File: config.mk
export PLATFORM = sky130hd
export DESIGN_NAME = mlp_pipe_stage
export DESIGN_NICKNAME = d
export VERILOG_FILES = /design/src/rtl/mlp_pkg.sv /design/src/rtl/mlp_stage_slot.sv /design/src/rtl/mlp_pipe_stage.sv
export SDC_FILE = /design/constraint.sdc
export NUM_CORES = 1
export LEC_CHECK = 0
export CORE_MARGIN = 2
export CORE_UTILIZATION = 46
export DETAILED_ROUTE_END_ITERATION = 10
export PLACE_DENSITY = 0.76
export SLEW_MARGIN = 20
export SYNTH_ARGS = -nofsm -noshare
export SYNTH_HDL_FRONTEND = slang
export SYNTH_SLANG_ARGS = --single-unit
File: constraint.sdc
create_clock -name clk -period 1.28 [get_ports clk]
set_input_delay 0.256 -clock clk [delete_from_list [all_inputs] [get_ports clk]]
set_output_delay 0.256 -clock clk [all_outputs]
set_load 0.02 [all_outputs]
File: src/rtl/mlp_pkg.sv
// Shared definitions for the MLP datapath: default field widths, the MAC-pipeline
// bundle layout and the pipeline-stage state encodings.
package mlp_pkg;

   localparam int NEURON_W = 16;
   localparam int WEIGHT_W = 8;
   localparam int ADDR_W   = 12;

   typedef struct packed {
      logic                done;
      logic                reset_acc;
      logic                write_neuron;
      logic [ADDR_W-1:0]   addr;
      logic [WEIGHT_W-1:0] weight;
      logic [NEURON_W-1:0] neuron;
   } mlp_stage_bundle_t;

   // Encoded as {skid_valid, main_valid} so the state falls straight out of the slot flags.
   localparam logic [1:0] ST_EMPTY = 2'b00;
   localparam logic [1:0] ST_FULL  = 2'b01;
   localparam logic [1:0] ST_SKID  = 2'b11;

endpackage

File: src/rtl/mlp_stage_slot.sv
// One pipeline storage slot: a valid flag plus a bundle register.
// Clear wins over load, and load wins over drop.
module mlp_stage_slot #(
   parameter int W = 8
) (
   input  logic         clk,
   input  logic         rst_n,
   input  logic         load,
   input  logic         drop,
   input  logic         clear,
   input  logic [W-1:0] data,
   output logic         valid,
   output logic [W-1:0] q
);

   // Drop only clears the flag; the data is kept and is qualified by valid.
   always_ff @(posedge clk or negedge rst_n) begin
      if (!rst_n) begin
         valid <= 1'b0;
         q     <= '0;
      end else if (clear) begin
         valid <= 1'b0;
         q     <= '0;
      end else if (load) begin
         valid <= 1'b1;
         q     <= data;
      end else if (drop) begin
         valid <= 1'b0;
      end
   end

endmodule

File: src/rtl/mlp_pipe_stage.sv
// Valid/ready pipeline stage for one MAC-pipeline bundle, with an optional
// two-entry skid buffer (registered in_ready) and a run-driven synchronous flush.
module mlp_pipe_stage
   import mlp_pkg::*;
#(
   parameter int NEURON_W = mlp_pkg::NEURON_W,
   parameter int WEIGHT_W = mlp_pkg::WEIGHT_W,
   parameter int ADDR_W   = mlp_pkg::ADDR_W,
   parameter int SKID     = 1
) (
   input  logic                clk,
   input  logic                rst_n,
   input  logic                run,
   input  logic                in_valid,
   output logic                in_ready,
   input  logic [NEURON_W-1:0] in_neuron,
   input  logic [WEIGHT_W-1:0] in_weight,
   input  logic [ADDR_W-1:0]   in_addr,
   input  logic                in_done,
   input  logic                in_reset_acc,
   input  logic                in_write_neuron,
   output logic                out_valid,
   input  logic                out_ready,
   output logic [NEURON_W-1:0] out_neuron,
   output logic [WEIGHT_W-1:0] out_weight,
   output logic [ADDR_W-1:0]   out_addr,
   output logic                out_done,
   output logic                out_reset_acc,
   output logic                out_write_neuron
);

   typedef struct packed {
      logic                done;
      logic                reset_acc;
      logic                write_neuron;
      logic [ADDR_W-1:0]   addr;
      logic [WEIGHT_W-1:0] weight;
      logic [NEURON_W-1:0] neuron;
   } bundle_t;

   localparam int BW = $bits(bundle_t);

   bundle_t    in_bundle, main_q, main_d, skid_q;
   logic       main_valid, skid_valid;
   logic       accept, pop, flush;
   logic       main_load, main_drop, skid_load, skid_drop;
   logic [1:0] state;

   assign in_bundle = {in_done, in_reset_acc, in_write_neuron, in_addr, in_weight, in_neuron};
   assign accept    = in_valid && in_ready;
   assign pop       = out_valid && out_ready;
   assign flush     = !run;
   assign state     = {skid_valid, main_valid};
   assign main_d    = skid_valid ? skid_q : in_bundle;

   always_comb begin
      main_load = 1'b0;
      main_drop = 1'b0;
      skid_load = 1'b0;
      skid_drop = 1'b0;
      case (state)
         ST_EMPTY: main_load = accept;
         ST_FULL: begin
            if (accept && pop) begin
               main_load = 1'b1;
            end else if (accept) begin
               skid_load = 1'b1;
            end else if (pop) begin
               main_drop = 1'b1;
            end
         end
         ST_SKID: begin
            if (pop) begin
               main_load = 1'b1;
               skid_drop = 1'b1;
            end
         end
         default: ;
      endcase
   end

   mlp_stage_slot #(.W(BW)) u_main (
      .clk   (clk),
      .rst_n (rst_n),
      .load  (main_load),
      .drop  (main_drop),
      .clear (flush),
      .data  (main_d),
      .valid (main_valid),
      .q     (main_q)
   );

   generate
      if (SKID != 0) begin : g_skid
         logic ready_q;

         mlp_stage_slot #(.W(BW)) u_skid (
            .clk   (clk),
            .rst_n (rst_n),
            .load  (skid_load),
            .drop  (skid_drop),
            .clear (flush),
            .data  (in_bundle),
            .valid (skid_valid),
            .q     (skid_q)
         );

         // Registered copy of "skid slot will be empty"; held low through reset.
         always_ff @(posedge clk or negedge rst_n) begin
            if (!rst_n) begin
               ready_q <= 1'b0;
            end else begin
               ready_q <= flush || !(skid_load || (skid_valid && !skid_drop));
            end
         end

         assign in_ready = run && ready_q;
      end else begin : g_noskid
         assign skid_valid = 1'b0;
         assign skid_q     = '0;
         assign in_ready   = run && (!main_valid || out_ready);
      end
   endgenerate

   assign out_valid        = main_valid;
   assign out_neuron       = main_q.neuron;
   assign out_weight       = main_q.weight;
   assign out_addr         = main_q.addr;
   assign out_done         = main_q.done;
   assign out_reset_acc    = main_q.reset_acc;
   assign out_write_neuron = main_q.write_neuron;

endmodule
# Yosys cells after proc, flatten, opt, wreduce, memory -nomap -nowiden
# Index checks and enable logic that the tools add are counted.
totals:
  ff_bits: 81
  in_bits: 44
  out_inout_bits: 41
  elab_cells: 43
op_classes:
  n_eq_ne: 6
  mux: 21
  reduce_logical: 11
op_table:
  columns: ["operator", "n"]
  rows:
  - ["$mux 39", 5]
  - ["$mux 1", 15]
  - ["$ne 3x1->1 const B", 2]
  - ["$logic_and 1x1->1", 5]
  - ["$ne 2x1->1 const B", 2]
  - ["$logic_not 1->1", 3]
  - ["$pmux 1 s3", 1]
  - ["$eq 2x1->1 const B", 1]
  - ["$eq 2x2->1 const B", 1]
  - ["$logic_not 2->1", 1]
  - ["$logic_or 1x1->1", 2]

# Depth between registers and ports, before layout
# Gate-level depths: netlist (run 1).
depth:
  depth_word: 8
  ltp_mapped: 6
  depth_no_buf: 3

# By module
# A second synthesis (run 1) with hierarchy kept.
hier_totals:
  cells_unflattened: 318
  area_unflattened_um2: 3923.8
by_module_without_submodules:
  columns: ["mod", "instances", "cells_each", "area_per_inst_um2", "seq_area_each_um2"]
  rows:
  - ["mlp_stage_slot", 2, 130, 1659.1, 1001.0]
  - ["mlp_pipe_stage", 1, 58, 605.6, 25.0]

# Worst setup path before layout (run 1)
# Ideal clock, no wire load.
synth_timing:
  path_type: "register to register"
  start: "register u_main.valid"
  end: "register g_skid.u_skid.q[28]"
  arrival_time_ps: 1340
  required_ps: 1201
  slack_ps: -139
  stages_incl_launch_ff: 6
  path_buffers: 2
  period_less_slack_ps: 1419
  cell_sequence: "dfrtp_1 nand2b_1 nor3_2 buf_6 buf_8 mux2i_1"
synth_between:
  elab_chain_len: 5
  word_cells_on_any_way: 6
synth_lines:
  columns: ["element", "line", "text"]
  rows:
  - ["from (decl)", "mlp_stage_slot.sv:12", "output logic valid,"]
  - ["from (signal assigned)", "mlp_stage_slot.sv:19", "valid <= 1'b0;"]
  - ["from (signal assigned)", "mlp_stage_slot.sv:22", "valid <= 1'b0;"]
  - ["from (signal assigned)", "mlp_stage_slot.sv:25", "valid <= 1'b1;"]
  - ["$logic_and 1x1->1", "mlp_pipe_stage.sv:51", "assign pop = out_valid && out_ready;"]
  - ["$logic_and 1x1->1", "mlp_pipe_stage.sv:64", "if (accept && pop) begin"]
  - ["$mux 1", "mlp_pipe_stage.sv:64", null]
  - ["$mux 1 *", "mlp_pipe_stage.sv:61", "case (state)"]
  - ["$ne 2x1->1 (no line) *", null, null]
  - ["to (signal assigned)", "mlp_stage_slot.sv:26", "q <= data;"]
  - ["to (decl)", "mlp_stage_slot.sv:13", "output logic [W-1:0] q"]
# Every way passes the cells marked *; elsewhere a longest branch is shown, timed or not.
# A chain may end at the register's enable or synchronous reset.

# Final worst setup path (run 1)
layout_timing:
  start: "register g_skid.u_skid.valid"
  end: "register g_skid.u_skid.q[31]"
layout_between:
  elab_chain_len: 3
layout_lines:
  columns: ["element", "line"]
  rows:
  - ["from (decl)", "mlp_stage_slot.sv:12"]
  - ["from (signal assigned)", "mlp_stage_slot.sv:19"]
  - ["from (signal assigned)", "mlp_stage_slot.sv:22"]
  - ["from (signal assigned)", "mlp_stage_slot.sv:25"]
  - ["$eq 2x1->1", "mlp_pipe_stage.sv:61"]
  - ["$mux 1", "mlp_pipe_stage.sv:61"]
  - ["$ne 2x1->1 (no line)", null]
# Every way passes these cells.

==> impl_metrics.csv, run 1 <==
group,metric,value,unit
run_status,outcome,"finished with violations",
run_status,violations,"negative setup slack",
pwr,seqPwrFrac,43.8,%
pwr,static-leakage-power,2.888,nW
layout,drive_above_1_share,33.46,%
clocking,clockRootBuffer,"clkbuf_8",
place,placed_area,0.005126,mm²
global_routing,grt_pass1_wl,17.37,mm
synth,netlist_top_cells_count,"nand2_1, dfrtp_1, mux2i_1, inv_1, mux2_2",
layout,fin_nets,547,
synth,synth_seq_cells,81,
timing,finalCritPeriodShare,121.3,%
floorplanning,ios,85,
pwr,power_switching,1.797,mW
clocking,cts-htree-levels,3,
worst_setup_path,cpPeakStageDelay,0.46,ns
global_routing,grt_max_degree,74,
timing,worstMarginPinSlew,0.3262,ns
synth,syn_nets,439,
timing,setup_viol,78,
pwr,combinationalPowerShare,24.5,%
floorplanning,dieArea,0.009626,mm²
drt,ant_nets,0,
clocking,clockBufferDepth,2,
worst_hold_path,holdPathStages,3,
synth,synthDistinctLibCells,21,
worst_hold_path,hp-start,"run",
pwr,cellPowerDensity,1085,mW/mm²
layout,fillers,652,
timing,slew_headroom,78.26,%
floorplanning,die_h,98.11,µm
synth,synth.most_common_cell,"nand2_1",
clocking,clk_latency,0.35,ns
worst_setup_path,reg2reg_slack,-0.27,ns
synth,synth_area_leaders,"dfrtp_1, mux2i_1, nand2_1",
place,place_congestion,0.7523,
worst_setup_path,crit_chain,"nand3b_4 > nor3_4 > buf_4 > buf_6 > buf_16 > mux2i_2",
synth,synth_top_family_by_area,"multiplexers",
worst_setup_path,rr_startpoint,"g_skid.u_skid.valid",
timing,rsz0062_at_grt,"true",
floorplanning,initial_utilization,47.17,%
pwr,switching_share,28.14,%
synth,async_reset_ff_share,100.0,%
layout,finish.instance_area,0.005887,mm²
worst_setup_path,timing.rr.end,"g_skid.u_skid.q[31]",
worst_setup_path,crit_path_start_kind,"flip-flop",
clocking,cts_buffers,9,
worst_setup_path,critPathKind,"flip-flop to flip-flop",
timing,drv_slew,0,
synth,synth_top_area_share,49.75,%
synth,ys_warn_count,0,
clocking,cts.clk_slew.worst_paths,0.09,ns
synth,syn_area,0.004074,mm²
pwr,clkPwrFrac,31.7,%
timing,worst_slack,-0.2721,ns
synth,synth-simple-area-share,12.35,%
synth,synthAdderAreaFrac,0,%
floorplanning,die_x,98.11,µm
place,place_ws,-0.5346,ns
timing,max_freq,644.3,MHz
synth,synth_compound_area_share,0.6450,%
global_routing,overflow,0,
drt,num_vias,3162,
layout,area_growth,44.50,%
timing,skew,0.009306,ns
synth,yosysTopAreaCell,"dfrtp_1",
drt,wire_per_inst,17.22,µm
synth,seq_area_frac_synth,49.75,%
global_routing,track_usage,22.72,%
drt,drt_wl_total,10.61,mm
drt,vias_per_cell,5.133,
timing,timing.final.hold_violations,0,
pwr,p_int,4.590,mW
place,dpl.hpwl,5.864,mm
worst_hold_path,hold_end,"u_main.valid",
pwr,ir_drop,0.4629,mV
clocking,cts_tree,"built",
worst_setup_path,cp_slowest_cell,"dfrtp_2",
synth,yosys.area_share.xor_xnor,0,%
timing,min_period,1.552,ns
worst_hold_path,hold_class,"primary input to flip-flop",
synth,syn_inst,395,
global_routing,grt_antenna_before_repair,0,
clocking,clock_sinks,81,
worst_setup_path,cp_data_arrival_time,1.82,ns
layout,final_util,68.17,%
worst_setup_path,critPathRequiredTime,1.55,ns
job,max-cap-violations,0,
global_routing,grt_pass1_vias,3503,
worst_setup_path,crit_path_max_fanout,6,
drt,initialDrtViolationCount,115,
floorplanning,core,0.008636,mm²
synth,synth-edff-count,0,
drt,drtPass1Iterations,4,
synth,synthMuxAreaShare,29.94,%
worst_setup_path,rr_worst_depth,6,
floorplanning,num_rows,34,
worst_setup_path,endpoint_kind,"flip-flop",
drt,drc,0,
place,port_buffers,84,
synth,synthFlopType,"dfrtp_1",
layout,antenna_cells,0,
synth,avgSynthCellArea,10.31,µm²
## cell type report
class | count | area (µm²) | area share [%]
Clock buffer | 12 | 165.2 | 2.806
Clock inverter | 4 | 50.05 | 0.8502
Inverter | 42 | 157.7 | 2.678
Multi-Input combinational cell | 246 | 1983 | 33.69
Sequential cell | 81 | 2029 | 34.47
Tap cell | 108 | 135.1 | 2.295
Timing Repair Buffer | 123 | 1366 | 23.21
## power groups by stage
| stage | combinational, mW | sequential [mW] | clock [mW] |
|---|---|---|---|
| 6_report | 1.57 | 2.80 | 2.02 |
| 5_1_grt | 1.67 | 2.82 | 2.17 |
| 4_1_cts | 1.56 | 2.80 | 2.03 |
| 3_5_place_dp | 1.27 | 2.85 | 0 |
| 3_3_place_gp | 1.24 | 2.84 | 0 |
| 2_1_floorplan | 0.555 | 2.97 | 0 |
## flip-flops by register name, summed over array words and instances, names as in the netlist
| signal | count |
|---|---|
| g_skid.u_skid.valid | 1 |
| u_main.q | 39 |
| g_skid.u_skid.q | 39 |
| u_main.valid | 1 |
| g_skid.ready_q | 1 |
## placed cells by master, fill, tap and decap left out, types with 2 or more instances in the layout
| master | count |
|---|---|
| buf_6 | 6 |
| buf_12 | 15 |
| clkbuf_8 | 12 |
| dfrtp_2 | 2 |
| mux2i_2 | 6 |
| buf_4 | 11 |
| mux2i_4 | 3 |
| nand2_1 | 102 |
| nand2b_4 | 2 |
| clkbuf_2 | 8 |
| mux2_2 | 13 |
| buf_2 | 20 |
| inv_1 | 42 |
| dfrtp_1 | 79 |
| clkdlybuf4s15_2 | 12 |
| clkdlybuf4s50_1 | 41 |
| clkinvlp_4 | 2 |
| mux2i_1 | 69 |
| mux2_4 | 26 |
| buf_16 | 6 |
| buf_8 | 2 |
| nand2_2 | 16 |
## cell families (layout without fill, tap and decap cells)
logic type / count (synthesis) / count (layout)
DFF: 81 / 81
muxes: 117 / 117
AOI/OAI and AO/OA: 4 / 4
buffers and inverters: 68 / 181
and+or+nand+nor: 125 / 125
## repair_timing
action,in CTS,in global routing
buffers inserted,11,5
endpoints found under the hold margin,13,0
pin swaps,4,2
hold buffers,1,0
setup endpoints to repair,119,105
resized for setup,169,66
cloned,10,1
## metal layers
layer	routed length [µm]	global-route usage, %	vias to the layer above
li1	-	-	1484
met1	4275	27.59	1579
met2	5656	39.94	83
met3	424	2.792	16
met4	254	11.11	0
met5	0	0	-
## per-stage QoR
step	TNS, ns	cells	total power [mW]	hold slack [ns]
CTS	-7.279	615	6.390	0.2006
global route	-13.73	616	6.653	0.2453
floorplan	-0.7873	395	3.530	-0.03959
finish	-9.093	616	6.387	0.2359
global placement	-29.21	577	4.087	0.1386
detailed placement	-32.94	577	4.114	0.1434
## how the worst max path moves through the flow
stage,to,start,slack [ns]
2_1_floorplan,g_skid.u_skid.q[28],g_skid.u_skid.valid,-0.08
6_report,g_skid.u_skid.q[31],g_skid.u_skid.valid,-0.27
3_5_place_dp,g_skid.u_skid.q[32],out_ready,-0.53
4_1_cts,g_skid.u_skid.q[33],g_skid.u_skid.valid,-0.15
3_3_place_gp,g_skid.u_skid.q[25],out_ready,-0.44
5_1_grt,g_skid.u_skid.q[31],g_skid.u_skid.valid,-0.35
## critical path, delay by kind of cell, from the launching register on
| kind | cells | cell delay [ns] |
|---|---|---|
| mux | 1 | 0.24 |
| flops | 1 | 0.46 |
| buf+inv | 3 | 0.42 |
| simple gates | 2 | 0.36 |
Power figures use the tool's default switching activity.
==> run 2: changes to the inputs <==
--- a/config.mk
+++ b/config.mk
@@ -6,9 +6,9 @@
 export NUM_CORES = 1
 export LEC_CHECK = 0
 export CORE_MARGIN = 2
-export CORE_UTILIZATION = 46
+export CORE_UTILIZATION = 55
 export DETAILED_ROUTE_END_ITERATION = 10
-export PLACE_DENSITY = 0.76
+export PLACE_DENSITY = 0.85
 export SLEW_MARGIN = 20
 export SYNTH_ARGS = -nofsm -noshare
 export SYNTH_HDL_FRONTEND = slang
==> constraint.sdc (replaced) <==
create_clock -name clk -period 2 [get_ports clk]
set_input_delay 0.4 -clock clk [delete_from_list [all_inputs] [get_ports clk]]
set_output_delay 0.4 -clock clk [all_outputs]
set_load 0.02 [all_outputs]
==> run 2 against run 1 <==
The run now ends clean. Via count decreased by 9.7%. Sequential cell count stayed put. Clock skew grew 0.0022 ns. Wire length decreased by 23%. Sequential share of layout area grew 4.6 points. Register-to-register slack better by 0.71 ns. Power down 43%. Cell count shrank 6.8%. Largest power group unchanged.
==> impl_metrics.csv, run 2 (synthesis results as in run 1) <==
group,metric,value,unit
run_status,outcome,"completed",
clocking,cts_buffers,9,
pwr,combinationalPowerShare,21.5,%
layout,fillers,530,
worst_setup_path,crit_chain,"and2_1 > clkdlybuf4s50_1",
worst_setup_path,cp_data_arrival_time,1.52,ns
global_routing,track_usage,21.29,%
clocking,clk_latency,0.34,ns
pwr,switching_share,28.15,%
place,port_buffers,84,
timing,max_freq,520.2,MHz
drt,initialDrtViolationCount,108,
timing,rsz0062_at_grt,"false",
clocking,clockBufferDepth,2,
worst_setup_path,cp_slowest_cell,"clkdlybuf4s50_1",
worst_setup_path,critPathRequiredTime,1.60,ns
pwr,ir_drop,0.4964,mV
global_routing,grt_antenna_before_repair,0,
worst_setup_path,cpPeakStageDelay,0.60,ns
timing,worstMarginPinSlew,0.6040,ns
timing,timing.final.hold_violations,0,
clocking,cts-htree-levels,3,
floorplanning,dieArea,0.008112,mm²
global_routing,grt_pass1_wl,14.06,mm
pwr,p_int,2.611,mW
drt,num_vias,2855,
floorplanning,num_rows,31,
drt,drt_wl_total,8.160,mm
timing,skew,0.01148,ns
pwr,clkPwrFrac,29.2,%
floorplanning,initial_utilization,56.47,%
layout,drive_above_1_share,14.11,%
pwr,static-leakage-power,2.454,nW
clocking,cts_tree,"built",
timing,slew_headroom,59.74,%
floorplanning,die_x,90.07,µm
layout,final_common_cell,"nand2_1",
drt,drc,0,
place,place_congestion,0.8288,
timing,finalCritPeriodShare,96.12,%
clocking,clock_sinks,81,
global_routing,grt_pass1_vias,2964,
clocking,hold_buffers,0,
job,max-cap-violations,0,
timing,drv_slew,0,
global_routing,overflow,0,
layout,reg_top3,"g_skid.u_skid.q: 39 flops, u_main.q: 39 flops",
floorplanning,core,0.007214,mm²
layout,area_growth,27.30,%
floorplanning,die_h,90.07,µm
pwr,power_switching,1.023,mW
place,dpl.hpwl,5.358,mm
floorplanning,ios,85,
layout,fin_nets,514,
worst_setup_path,endpoint_kind,"output port",
timing,min_period,1.922,ns
pwr,power,3.634,mW
drt,vias_per_cell,4.974,
layout,mostFrequentLayoutCells,"nand2_1, clkdlybuf4s50_1, dfrtp_1",
clocking,cts_resized,0,
timing,fin_tns_setup,0,ns
clocking,cts.clk_slew.worst_paths,0.08,ns
global_routing,grt_max_degree,119,
worst_setup_path,crit_path_max_fanout,4,
pwr,seqPwrFrac,49.3,%
clocking,postCtsSetupBuffers,0,
drt,ant_nets,0,
worst_hold_path,hold_class,"primary input to async pin",
drt,wire_per_inst,14.22,µm
worst_setup_path,rr_worst_depth,4,
pwr,cellPowerDensity,700.7,mW/mm²
timing,setup_viol,0,
worst_setup_path,crit_path_start_kind,"flip-flop",
layout,antenna_cells,0,
worst_setup_path,critPathKind,"flip-flop to output port",
clocking,clockRootBuffer,"clkbuf_8",
drt,drtPass1Iterations,4,
## run 2: path summary, 6_finish.rpt
| path | from | end | slack [ns] |
|---|---|---|---|
| worst max-delay path | g_skid.ready_q | in_ready | 0.08 |
| worst min-delay path | rst_n | u_main.q[5] | 0.06 |
| worst max register to register | g_skid.u_skid.valid | g_skid.u_skid.q[23] | 0.44 |
| worst min register to register | g_skid.u_skid.q[27] | g_skid.u_skid.q[27] | 0.54 |
| max in group asynchronous | rst_n | g_skid.u_skid.q[19] | 1.37 |
| min in group clk | run | u_main.valid | 0.40 |
## run 2: layout make-up
| type | count | area [µm²] | area share (%) |
|---|---|---|---|
| repair buffers | 90 | 943.4 | 18.19 |
| clock inverters | 5 | 31.28 | 0.6031 |
| flip-flops and latches | 81 | 2028 | 39.11 |
| well taps | 99 | 123.9 | 2.388 |
| inverters | 42 | 157.7 | 3.040 |
| multi-input cells | 246 | 1760 | 33.94 |
| clock buffers | 11 | 141.4 | 2.726 |
## run 2: power groups by stage
stage / Clock, mW / Combinational, mW / Sequential (mW)
2_1_floorplan: 0 / 0.344 / 1.90
3_3_place_gp: 0 / 0.768 / 1.82
3_5_place_dp: 0 / 0.785 / 1.82
4_1_cts: 1.08 / 0.787 / 1.79
5_1_grt: 1.17 / 0.839 / 1.81
6_report: 1.06 / 0.780 / 1.79
## run 2: critical path, delay by kind of cell, from the launching register on
family / cells / cell delay (ns)
flip-flops: 1 / 0.44
AND/OR/NAND/NOR: 1 / 0.15
buffers and inverters: 1 / 0.60
## run 2: stage by stage
stage | instance area [µm²] | setup slack (ns) | std cells | util (%) | hold slack, ns
floorplan | 4074 | 0.4068 | 395 | - | 0.1044
detailed placement | 5014 | 0.06030 | 558 | 69.49 | 0.4449
CTS | 5186 | 0.05754 | 574 | 71.89 | 0.08164
finish | 5186 | 0.07752 | 574 | 71.89 | 0.06089
global placement | 5014 | 0.1366 | 558 | 69.49 | 0.4446
global route | 5186 | 0.006366 | 574 | 71.89 | 0.09409
## run 2: per-layer routing
layer,wire [µm],share of wire (%),GRT usage (%)
met3,307,3.8,4.359
met5,0,0,0
met2,3896,48,34.71
met1,3842,47,28.76
met4,114,1.4,6.923
==> run 3: changes to the inputs <==
--- a/config.mk
+++ b/config.mk
@@ -5,9 +5,11 @@
 export SDC_FILE = /design/constraint.sdc
 export NUM_CORES = 1
 export LEC_CHECK = 0
+export ABC_CLOCK_PERIOD_IN_PS = 2000
 export CORE_MARGIN = 2
 export CORE_UTILIZATION = 55
 export DETAILED_ROUTE_END_ITERATION = 10
+export GPL_ROUTABILITY_DRIVEN = 0
 export PLACE_DENSITY = 0.85
 export SLEW_MARGIN = 20
 export SYNTH_ARGS = -nofsm -noshare
==> results of run 3 <==
Same layout as run 2: the final DEF is identical, and so are final timing and power.
